$ cat config.mk
export PLATFORM = sky130hd
export DESIGN_NAME = id_ex_stage_flat
export DESIGN_NICKNAME = d
export VERILOG_FILES = /design/src/rtl/pipe_pkg.sv /design/src/rtl/id_ex_stage_if.sv /design/src/rtl/id_ex_stage_hazard_detect.sv /design/src/rtl/id_ex_stage.sv /design/src/flat_wrapper.sv
export SDC_FILE = /design/constraint.sdc
export NUM_CORES = 1
export LEC_CHECK = 0
export ABC_CLOCK_PERIOD_IN_PS = 11100
export CORE_AREA = 2 2 135 137
export DETAILED_ROUTE_END_ITERATION = 16
export DIE_AREA = 0 0 137 139
export HOLD_SLACK_MARGIN = 0.02
export PLACE_DENSITY = 0.8
export SYNTH_ARGS = -nofsm -noshare
export SYNTH_HDL_FRONTEND = slang
export SYNTH_HIERARCHICAL = 1
export SYNTH_SLANG_ARGS = --single-unit
$ cat constraint.sdc
create_clock -name clk -period 11.1 [get_ports clk]
set_clock_uncertainty 0.2 [all_clocks]
set_input_delay 3.33 -clock clk [delete_from_list [all_inputs] [get_ports clk]]
set_output_delay 3.33 -clock clk [all_outputs]
set_load 0.1 [all_outputs]
$ cat src/rtl/pipe_pkg.sv
// Shared pipeline types: field widths, ALUOp encodings and the EX control bundle.
// The all-zero control bundle is the canonical bubble (ALUOp add, no writes).
package pipe_pkg;

  localparam int unsigned REG_W   = 5;
  localparam int unsigned FUNC3_W = 3;
  localparam int unsigned FUNC7_W = 7;
  localparam int unsigned ALUOP_W = 2;

  typedef enum logic [ALUOP_W-1:0] {
    ALUOP_ADD   = 2'b00,
    ALUOP_SUB   = 2'b01,
    ALUOP_RTYPE = 2'b10
  } aluop_e;

  typedef struct packed {
    logic [ALUOP_W-1:0] alu_op;
    logic               alu_src;
    logic               mem_read;
    logic               mem_write;
    logic               reg_write;
    logic               mem_to_reg;
    logic               branch;
  } ex_ctrl_t;

  localparam ex_ctrl_t CTRL_BUBBLE = '0;

  // Squash control for an ID slot that holds no real instruction.
  function automatic ex_ctrl_t gate_ctrl(input ex_ctrl_t ctrl, input logic valid);
    return valid ? ctrl : CTRL_BUBBLE;
  endfunction

endpackage

$ cat src/rtl/id_ex_stage_if.sv
// ID-side operand/control inputs and EX-side registered outputs of the ID/EX boundary.
interface id_ex_stage_if #(
  parameter int unsigned XLEN = 32
);
  import pipe_pkg::*;

  logic                  id_valid;
  logic [XLEN-1:0]       id_pc;
  logic [XLEN-1:0]       id_rs1_data;
  logic [XLEN-1:0]       id_rs2_data;
  logic [XLEN-1:0]       id_imm;
  logic [REG_W-1:0]      id_rs1;
  logic [REG_W-1:0]      id_rs2;
  logic [REG_W-1:0]      id_rd;
  logic [FUNC3_W-1:0]    id_func3;
  logic [FUNC7_W-1:0]    id_func7;
  logic [ALUOP_W-1:0]    id_alu_op;
  logic                  id_alu_src;
  logic                  id_mem_read;
  logic                  id_mem_write;
  logic                  id_reg_write;
  logic                  id_mem_to_reg;
  logic                  id_branch;

  logic                  ex_valid;
  logic [XLEN-1:0]       ex_pc;
  logic [XLEN-1:0]       ex_rs1_data;
  logic [XLEN-1:0]       ex_rs2_data;
  logic [XLEN-1:0]       ex_imm;
  logic [REG_W-1:0]      ex_rs1;
  logic [REG_W-1:0]      ex_rs2;
  logic [REG_W-1:0]      ex_rd;
  logic [FUNC3_W-1:0]    ex_func3;
  logic [FUNC7_W-1:0]    ex_func7;
  logic [ALUOP_W-1:0]    ex_alu_op;
  logic                  ex_alu_src;
  logic                  ex_mem_read;
  logic                  ex_mem_write;
  logic                  ex_reg_write;
  logic                  ex_mem_to_reg;
  logic                  ex_branch;

  modport master (
    output id_valid, id_pc, id_rs1_data, id_rs2_data, id_imm,
           id_rs1, id_rs2, id_rd, id_func3, id_func7, id_alu_op,
           id_alu_src, id_mem_read, id_mem_write, id_reg_write,
           id_mem_to_reg, id_branch,
    input  ex_valid, ex_pc, ex_rs1_data, ex_rs2_data, ex_imm,
           ex_rs1, ex_rs2, ex_rd, ex_func3, ex_func7, ex_alu_op,
           ex_alu_src, ex_mem_read, ex_mem_write, ex_reg_write,
           ex_mem_to_reg, ex_branch
  );

  modport slave (
    input  id_valid, id_pc, id_rs1_data, id_rs2_data, id_imm,
           id_rs1, id_rs2, id_rd, id_func3, id_func7, id_alu_op,
           id_alu_src, id_mem_read, id_mem_write, id_reg_write,
           id_mem_to_reg, id_branch,
    output ex_valid, ex_pc, ex_rs1_data, ex_rs2_data, ex_imm,
           ex_rs1, ex_rs2, ex_rd, ex_func3, ex_func7, ex_alu_op,
           ex_alu_src, ex_mem_read, ex_mem_write, ex_reg_write,
           ex_mem_to_reg, ex_branch
  );

endinterface

$ cat src/rtl/id_ex_stage_hazard_detect.sv
// Combinational load-use detector and front-end stall request.
// A flush squashes the dependent ID instruction, so it also cancels the stall.
module hazard_detect
  import pipe_pkg::*;
(
  input  logic             i_ex_valid,
  input  logic             i_ex_mem_read,
  input  logic [REG_W-1:0] i_ex_rd,
  input  logic             i_id_valid,
  input  logic [REG_W-1:0] i_id_rs1,
  input  logic [REG_W-1:0] i_id_rs2,
  input  logic             i_flush,
  input  logic             i_hold,
  output logic             o_load_use,
  output logic             o_stall
);

  logic w_rd_nonzero;
  logic w_src_match;

  assign w_rd_nonzero = |i_ex_rd;
  assign w_src_match  = (i_ex_rd == i_id_rs1) | (i_ex_rd == i_id_rs2);

  assign o_load_use = i_ex_valid & i_ex_mem_read & w_rd_nonzero & i_id_valid & w_src_match;
  assign o_stall    = ~i_flush & (i_hold | o_load_use);

endmodule

$ cat src/rtl/id_ex_stage.sv
// ID/EX pipeline register with load-use bubble insertion, flush, external hold
// and a saturating count of inserted load-use bubbles.
module id_ex_stage
  import pipe_pkg::*;
#(
  parameter int unsigned XLEN  = 32,
  parameter int unsigned CNT_W = 16
) (
  input  logic              clk,
  input  logic              reset,
  id_ex_stage_if.slave      pipe,
  input  logic              flush,
  input  logic              hold_in,
  output logic              stall_out,
  output logic [CNT_W-1:0]  lu_stall_cnt
);

  logic                  r_valid;
  logic [XLEN-1:0]       r_pc;
  logic [XLEN-1:0]       r_rs1_data;
  logic [XLEN-1:0]       r_rs2_data;
  logic [XLEN-1:0]       r_imm;
  logic [REG_W-1:0]      r_rs1;
  logic [REG_W-1:0]      r_rs2;
  logic [REG_W-1:0]      r_rd;
  logic [FUNC3_W-1:0]    r_func3;
  logic [FUNC7_W-1:0]    r_func7;
  ex_ctrl_t              r_ctrl;
  logic [CNT_W-1:0]      r_cnt;

  logic                  w_load_use;
  logic                  w_stall;
  logic                  w_bubble;
  logic                  w_capture;
  logic                  w_count;
  ex_ctrl_t              w_id_ctrl;

  hazard_detect u_hazard (
    .i_ex_valid    (r_valid),
    .i_ex_mem_read (r_ctrl.mem_read),
    .i_ex_rd       (r_rd),
    .i_id_valid    (pipe.id_valid),
    .i_id_rs1      (pipe.id_rs1),
    .i_id_rs2      (pipe.id_rs2),
    .i_flush       (flush),
    .i_hold        (hold_in),
    .o_load_use    (w_load_use),
    .o_stall       (w_stall)
  );

  assign stall_out = w_stall;

  // Priority: flush > hold > load-use bubble > normal capture.
  assign w_bubble  = flush | (~hold_in & w_load_use);
  assign w_capture = ~flush & ~hold_in & ~w_load_use;
  assign w_count   = ~flush & ~hold_in & w_load_use;

  assign w_id_ctrl = '{
    alu_op:     pipe.id_alu_op,
    alu_src:    pipe.id_alu_src,
    mem_read:   pipe.id_mem_read,
    mem_write:  pipe.id_mem_write,
    reg_write:  pipe.id_reg_write,
    mem_to_reg: pipe.id_mem_to_reg,
    branch:     pipe.id_branch
  };

  // Stage register: bubbles clear everything, hold keeps, capture loads ID.
  always_ff @(posedge clk) begin
    if (reset || w_bubble) begin
      r_valid    <= 1'b0;
      r_pc       <= '0;
      r_rs1_data <= '0;
      r_rs2_data <= '0;
      r_imm      <= '0;
      r_rs1      <= '0;
      r_rs2      <= '0;
      r_rd       <= '0;
      r_func3    <= '0;
      r_func7    <= '0;
      r_ctrl     <= CTRL_BUBBLE;
    end else if (w_capture) begin
      r_valid    <= pipe.id_valid;
      r_pc       <= pipe.id_pc;
      r_rs1_data <= pipe.id_rs1_data;
      r_rs2_data <= pipe.id_rs2_data;
      r_imm      <= pipe.id_imm;
      r_rs1      <= pipe.id_rs1;
      r_rs2      <= pipe.id_rs2;
      r_rd       <= pipe.id_rd;
      r_func3    <= pipe.id_func3;
      r_func7    <= pipe.id_func7;
      r_ctrl     <= gate_ctrl(w_id_ctrl, pipe.id_valid);
    end
  end

  // Saturating load-use bubble counter.
  always_ff @(posedge clk) begin
    if (reset) begin
      r_cnt <= '0;
    end else if (w_count && (r_cnt != '1)) begin
      r_cnt <= r_cnt + CNT_W'(1);
    end
  end

  assign lu_stall_cnt = r_cnt;

  assign pipe.ex_valid      = r_valid;
  assign pipe.ex_pc         = r_pc;
  assign pipe.ex_rs1_data   = r_rs1_data;
  assign pipe.ex_rs2_data   = r_rs2_data;
  assign pipe.ex_imm        = r_imm;
  assign pipe.ex_rs1        = r_rs1;
  assign pipe.ex_rs2        = r_rs2;
  assign pipe.ex_rd         = r_rd;
  assign pipe.ex_func3      = r_func3;
  assign pipe.ex_func7      = r_func7;
  assign pipe.ex_alu_op     = r_ctrl.alu_op;
  assign pipe.ex_alu_src    = r_ctrl.alu_src;
  assign pipe.ex_mem_read   = r_ctrl.mem_read;
  assign pipe.ex_mem_write  = r_ctrl.mem_write;
  assign pipe.ex_reg_write  = r_ctrl.reg_write;
  assign pipe.ex_mem_to_reg = r_ctrl.mem_to_reg;
  assign pipe.ex_branch     = r_ctrl.branch;

endmodule

$ cat src/flat_wrapper.sv
// flat-port wrapper written by rule: the top's interface ports become plain ports
module id_ex_stage_flat import pipe_pkg::*;
#(
  parameter int unsigned XLEN  = 32,
  parameter int unsigned CNT_W = 16
)
  (clk, reset, flush, hold_in, stall_out, lu_stall_cnt, pipe_id_valid, pipe_id_pc, pipe_id_rs1_data, pipe_id_rs2_data, pipe_id_imm, pipe_id_rs1, pipe_id_rs2, pipe_id_rd, pipe_id_func3, pipe_id_func7, pipe_id_alu_op, pipe_id_alu_src, pipe_id_mem_read, pipe_id_mem_write, pipe_id_reg_write, pipe_id_mem_to_reg, pipe_id_branch, pipe_ex_valid, pipe_ex_pc, pipe_ex_rs1_data, pipe_ex_rs2_data, pipe_ex_imm, pipe_ex_rs1, pipe_ex_rs2, pipe_ex_rd, pipe_ex_func3, pipe_ex_func7, pipe_ex_alu_op, pipe_ex_alu_src, pipe_ex_mem_read, pipe_ex_mem_write, pipe_ex_reg_write, pipe_ex_mem_to_reg, pipe_ex_branch);
  id_ex_stage_if #(.XLEN(XLEN)) pipe_i ();
  input  logic clk;
  input  logic reset;
  input  logic flush;
  input  logic hold_in;
  output logic stall_out;
  output logic [CNT_W-1:0] lu_stall_cnt;
  input wire logic [$bits(pipe_i.id_valid)-1:0] pipe_id_valid;
  input wire logic [$bits(pipe_i.id_pc)-1:0] pipe_id_pc;
  input wire logic [$bits(pipe_i.id_rs1_data)-1:0] pipe_id_rs1_data;
  input wire logic [$bits(pipe_i.id_rs2_data)-1:0] pipe_id_rs2_data;
  input wire logic [$bits(pipe_i.id_imm)-1:0] pipe_id_imm;
  input wire logic [$bits(pipe_i.id_rs1)-1:0] pipe_id_rs1;
  input wire logic [$bits(pipe_i.id_rs2)-1:0] pipe_id_rs2;
  input wire logic [$bits(pipe_i.id_rd)-1:0] pipe_id_rd;
  input wire logic [$bits(pipe_i.id_func3)-1:0] pipe_id_func3;
  input wire logic [$bits(pipe_i.id_func7)-1:0] pipe_id_func7;
  input wire logic [$bits(pipe_i.id_alu_op)-1:0] pipe_id_alu_op;
  input wire logic [$bits(pipe_i.id_alu_src)-1:0] pipe_id_alu_src;
  input wire logic [$bits(pipe_i.id_mem_read)-1:0] pipe_id_mem_read;
  input wire logic [$bits(pipe_i.id_mem_write)-1:0] pipe_id_mem_write;
  input wire logic [$bits(pipe_i.id_reg_write)-1:0] pipe_id_reg_write;
  input wire logic [$bits(pipe_i.id_mem_to_reg)-1:0] pipe_id_mem_to_reg;
  input wire logic [$bits(pipe_i.id_branch)-1:0] pipe_id_branch;
  output wire logic [$bits(pipe_i.ex_valid)-1:0] pipe_ex_valid;
  output wire logic [$bits(pipe_i.ex_pc)-1:0] pipe_ex_pc;
  output wire logic [$bits(pipe_i.ex_rs1_data)-1:0] pipe_ex_rs1_data;
  output wire logic [$bits(pipe_i.ex_rs2_data)-1:0] pipe_ex_rs2_data;
  output wire logic [$bits(pipe_i.ex_imm)-1:0] pipe_ex_imm;
  output wire logic [$bits(pipe_i.ex_rs1)-1:0] pipe_ex_rs1;
  output wire logic [$bits(pipe_i.ex_rs2)-1:0] pipe_ex_rs2;
  output wire logic [$bits(pipe_i.ex_rd)-1:0] pipe_ex_rd;
  output wire logic [$bits(pipe_i.ex_func3)-1:0] pipe_ex_func3;
  output wire logic [$bits(pipe_i.ex_func7)-1:0] pipe_ex_func7;
  output wire logic [$bits(pipe_i.ex_alu_op)-1:0] pipe_ex_alu_op;
  output wire logic [$bits(pipe_i.ex_alu_src)-1:0] pipe_ex_alu_src;
  output wire logic [$bits(pipe_i.ex_mem_read)-1:0] pipe_ex_mem_read;
  output wire logic [$bits(pipe_i.ex_mem_write)-1:0] pipe_ex_mem_write;
  output wire logic [$bits(pipe_i.ex_reg_write)-1:0] pipe_ex_reg_write;
  output wire logic [$bits(pipe_i.ex_mem_to_reg)-1:0] pipe_ex_mem_to_reg;
  output wire logic [$bits(pipe_i.ex_branch)-1:0] pipe_ex_branch;
  assign pipe_i.id_valid = pipe_id_valid;
  assign pipe_i.id_pc = pipe_id_pc;
  assign pipe_i.id_rs1_data = pipe_id_rs1_data;
  assign pipe_i.id_rs2_data = pipe_id_rs2_data;
  assign pipe_i.id_imm = pipe_id_imm;
  assign pipe_i.id_rs1 = pipe_id_rs1;
  assign pipe_i.id_rs2 = pipe_id_rs2;
  assign pipe_i.id_rd = pipe_id_rd;
  assign pipe_i.id_func3 = pipe_id_func3;
  assign pipe_i.id_func7 = pipe_id_func7;
  assign pipe_i.id_alu_op = pipe_id_alu_op;
  assign pipe_i.id_alu_src = pipe_id_alu_src;
  assign pipe_i.id_mem_read = pipe_id_mem_read;
  assign pipe_i.id_mem_write = pipe_id_mem_write;
  assign pipe_i.id_reg_write = pipe_id_reg_write;
  assign pipe_i.id_mem_to_reg = pipe_id_mem_to_reg;
  assign pipe_i.id_branch = pipe_id_branch;
  assign pipe_ex_valid = pipe_i.ex_valid;
  assign pipe_ex_pc = pipe_i.ex_pc;
  assign pipe_ex_rs1_data = pipe_i.ex_rs1_data;
  assign pipe_ex_rs2_data = pipe_i.ex_rs2_data;
  assign pipe_ex_imm = pipe_i.ex_imm;
  assign pipe_ex_rs1 = pipe_i.ex_rs1;
  assign pipe_ex_rs2 = pipe_i.ex_rs2;
  assign pipe_ex_rd = pipe_i.ex_rd;
  assign pipe_ex_func3 = pipe_i.ex_func3;
  assign pipe_ex_func7 = pipe_i.ex_func7;
  assign pipe_ex_alu_op = pipe_i.ex_alu_op;
  assign pipe_ex_alu_src = pipe_i.ex_alu_src;
  assign pipe_ex_mem_read = pipe_i.ex_mem_read;
  assign pipe_ex_mem_write = pipe_i.ex_mem_write;
  assign pipe_ex_reg_write = pipe_i.ex_reg_write;
  assign pipe_ex_mem_to_reg = pipe_i.ex_mem_to_reg;
  assign pipe_ex_branch = pipe_i.ex_branch;
  id_ex_stage #(.XLEN(XLEN), .CNT_W(CNT_W)) u_core (.clk(clk), .reset(reset), .pipe(pipe_i), .flush(flush), .hold_in(hold_in), .stall_out(stall_out), .lu_stall_cnt(lu_stall_cnt));
endmodule
==> flow_metrics.env <==
export IMPL_status="complete, no violations"
export IMPL_synth_ff_type="dfxtp_1"
export IMPL_worst_hold_slack_ns=0.252
export IMPL_clkTransAtPathRegs_ns=0.07
export IMPL_die_x_um=137
export IMPL_cp_slowest_cell="clkdlybuf4s50_1"
export IMPL_path_cells="clkdlybuf4s50_1 -> o2111ai_2 -> o31ai_1 -> clkdlybuf4s50_1"
export IMPL_final_hold_violation_count=0
export IMPL_post_place_ws_ns=1.74
export IMPL_rsz0062_at_grt="false"
export IMPL_grt_overflow_total=0
export IMPL_layout_min_cycle_time_ns=9.34
export IMPL_fin_setup_tns_ns=0
export IMPL_ir_drop_mv=0.112
export IMPL_dp_cells=1349
export IMPL_leakagePower_nw=3.61
export IMPL_max_stage_delay_ns=1.17
export IMPL_antenna_found_initial=1
export IMPL_hold_path_class="flip-flop to flip-flop"
export IMPL_multiInputGateArea_mm2=0.00270
export IMPL_fmax_mhz=107
export IMPL_holdBufCountCts=0
export IMPL_place_hpwl_mm=14.7
export IMPL_seq_area_frac_synth_pct=55.0
export IMPL_critPathArrivalTime_ns=5.81
export IMPL_r2r_slack_ns=7.62
export IMPL_ys_ff_latch=178
export IMPL_cts_setup_buffers=0
export IMPL_layout_common_cells="clkdlybuf4s50_1 (344), nand2_1 (325), dfxtp_1 (178), a21oi_1 (168), clkbuf_16 (17)"
export IMPL_worst_path_buf_inv=2
export IMPL_cts_resized=0
export IMPL_switching_share_pct=28.4
export IMPL_cts_sinks=178
export IMPL_worstReg2RegStart="u_core/pipe.ex_rd[1]"
export IMPL_worstPathRequired_ns=7.57
export IMPL_cts_tree="built"
export IMPL_core_area_mm2=0.0177
export IMPL_drcViolationCount=0
export IMPL_die_h_um=139
export IMPL_synth_edf_count=0
export IMPL_layout_drive_gt1_share_pct=3.73
export IMPL_postRouteAntennaNets=0
export IMPL_htree_num_levels=4
export IMPL_gp_congestion=0.804
export IMPL_crit_path_frequent_cell="clkdlybuf4s50_1"
export IMPL_slew_headroom_pct=27.3
export IMPL_via_per_inst=4.82
export IMPL_grt_max_degree=95
export IMPL_n_antenna_cell=0
export IMPL_pwr_share_comb_pct=15.9
export IMPL_internal_power_mw=1.05
export IMPL_first_pass_iters=4
export IMPL_synthesis_area_mm2=0.00648
export IMPL_synthArstFlopShare_pct=0
export IMPL_pwr_share_seq_pct=44.7
export IMPL_final_area_mm2=0.0106
export IMPL_cts_root_buf="clkbuf_16"
export IMPL_regArea_mm2=0.00356
export IMPL_synthDistinctLibCells=35
export IMPL_start_kind="input port"
export IMPL_crit_path_max_fanout=10
export IMPL_slew_violations=0
export IMPL_r2r_end="u_core/pipe.ex_func3[0]"
export IMPL_finish_net_count=1306
export IMPL_start_util_pct=36.7
export IMPL_ioPinCount=345
export IMPL_p_clk_share_pct=39.5
export IMPL_layout_setup_ws_ns=1.76
export IMPL_dieArea_mm2=0.0190
export IMPL_layoutNonFillerInstCount=1381
export IMPL_grt_util_all_layers_pct=21.5
export IMPL_setup_viol=0
export IMPL_worstSkewPairLatency_ns=0.42
export IMPL_reg2regPathDepth=8
export IMPL_clock_path_buffers=2
export IMPL_syn2layout_area_growth_pct=64.0
export IMPL_startpoint="pipe_id_valid"
export IMPL_num_rows=49
export IMPL_dpl_instance_area_mm2=0.0101
export IMPL_final_common_cell="clkdlybuf4s50_1"
export IMPL_routedWlPerCell_um=15.2
export IMPL_tightest_slew_ns=1.09
export IMPL_crit_end="stall_out"
export IMPL_path_depth=4
export IMPL_cp_top_family="buffers and inverters"
export IMPL_synth_fp_nets=994
export IMPL_cp_end_kind="primary output"
export IMPL_detail_route_iter0_violations=314
export IMPL_vias=6659
export IMPL_synth_warnings=6
export IMPL_path_class="input port to primary output"
export IMPL_maxCapViolCount=0
export IMPL_tritoncts_num_buffers=17
export IMPL_routed_wl_mm=21.0
export IMPL_power_density_mw_per_mm2=138
export IMPL_post_route_util_pct=60.2
export IMPL_p_sw_mw=0.418
export IMPL_grt_pass1_vias=6407
export IMPL_grt_pass1_wl_mm=32.5
export IMPL_netlist_instances=827
export IMPL_fillCellCount=1543
export IMPL_p_total_mw=1.47
export IMPL_syn_area_per_cell_um2=7.84
export IMPL_final_period_utilization_pct=84.1
export IMPL_numPortBuffers=344
power groups by stage:
stage / Combinational (mW) / Clock, mW / Sequential (mW)
after global routing: 0.246 / 0.622 / 0.659
after detailed placement: 0.234 / 0 / 0.672
final: 0.233 / 0.581 / 0.657
after floorplan: 0.0474 / 0 / 0.761
after global placement: 0.233 / 0 / 0.672
after CTS: 0.235 / 0.596 / 0.658
worst reg2reg max path: cells and delay by family (launching register included):
| kind | cells | cell delay, ns |
|---|---|---|
| compound gates | 2 | 0.31 |
| flops | 1 | 0.47 |
| simple gates | 4 | 1.36 |
| buf+inv | 1 | 0.95 |
| xor+xnor | 1 | 0.11 |
final cells by class:
class / count / share of cell area (%)
Inverter: 6 / 0.212
Tap cell: 229 / 2.69
Clock inverter: 13 / 1.19
Sequential cell: 178 / 33.5
Timing Repair Buffer: 350 / 32.8
Multi-Input combinational cell: 586 / 25.4
Clock buffer: 19 / 4.17
routing by layer:
| metal | track usage, % | up-vias | routed length (µm) | share of wire [%] |
|---|---|---|---|---|
| li1 | - | 3338 | - | - |
| met1 | 24.6 | 3014 | 8210 | 39 |
| met2 | 34.8 | 268 | 9790 | 47 |
| met3 | 10.3 | 37 | 2460 | 12 |
| met4 | 7.60 | 2 | 484 | 2.3 |
| met5 | 0 | - | 13 | 0.062 |
how the worst min path moves through the flow:
stage | startpoint | endpoint | slack [ns] | depth (start not counted)
finish | u_core/pipe.ex_rs1_data[5] | u_core/pipe.ex_rs1_data[5] | 0.25 | 2
global route | u_core/pipe.ex_pc[1] | u_core/pipe.ex_pc[1] | 0.27 | 2
CTS | u_core/pipe.ex_func7[4] | u_core/pipe.ex_func7[4] | 0.25 | 2
detailed placement | u_core/pipe.ex_func7[4] | u_core/pipe.ex_func7[4] | 0.25 | 2
global placement | u_core/pipe.ex_mem_write | u_core/pipe.ex_mem_write | 0.24 | 2
floorplan | u_core/pipe.ex_alu_op[0] | u_core/pipe.ex_alu_op[0] | 0.68 | 2
synth_stat cells (3+ instances only):
| library cell | count | area share [%] |
|---|---|---|
| a21oi_1 | 168 | 13 |
| clkbuf_1 | 55 | 3.2 |
| dfxtp_1 | 178 | 55 |
| inv_1 | 6 | 0.35 |
| nand2_1 | 325 | 19 |
| nand3_1 | 11 | 0.85 |
| nand4_1 | 5 | 0.48 |
| nor2_1 | 11 | 0.64 |
| nor3_1 | 9 | 0.69 |
| nor4_1 | 4 | 0.39 |
| o21ai_0 | 4 | 0.31 |
| o31ai_1 | 4 | 0.46 |
| o41ai_1 | 3 | 0.41 |
| or3_1 | 5 | 0.48 |
| or4_1 | 3 | 0.35 |
| xor2_1 | 10 | 1.4 |
cells by family (layout without fill, tap and decap cells):
logic type / Yosys count / after routing / synth area share, %
AOI/OAI and AO/OA: 188 / 188 / 15.3
xor gates and xnor gates: 10 / 10 / 1.35
adders and majority gates: 1 / 1 / 0.193
buffers and inverters: 63 / 388 / 3.69
DFF: 178 / 178 / 55.0
muxes: 3 / 3 / 0.521
and+or+nand+nor: 384 / 384 / 23.9
Note: power is estimated with default switching activity, not from simulation.
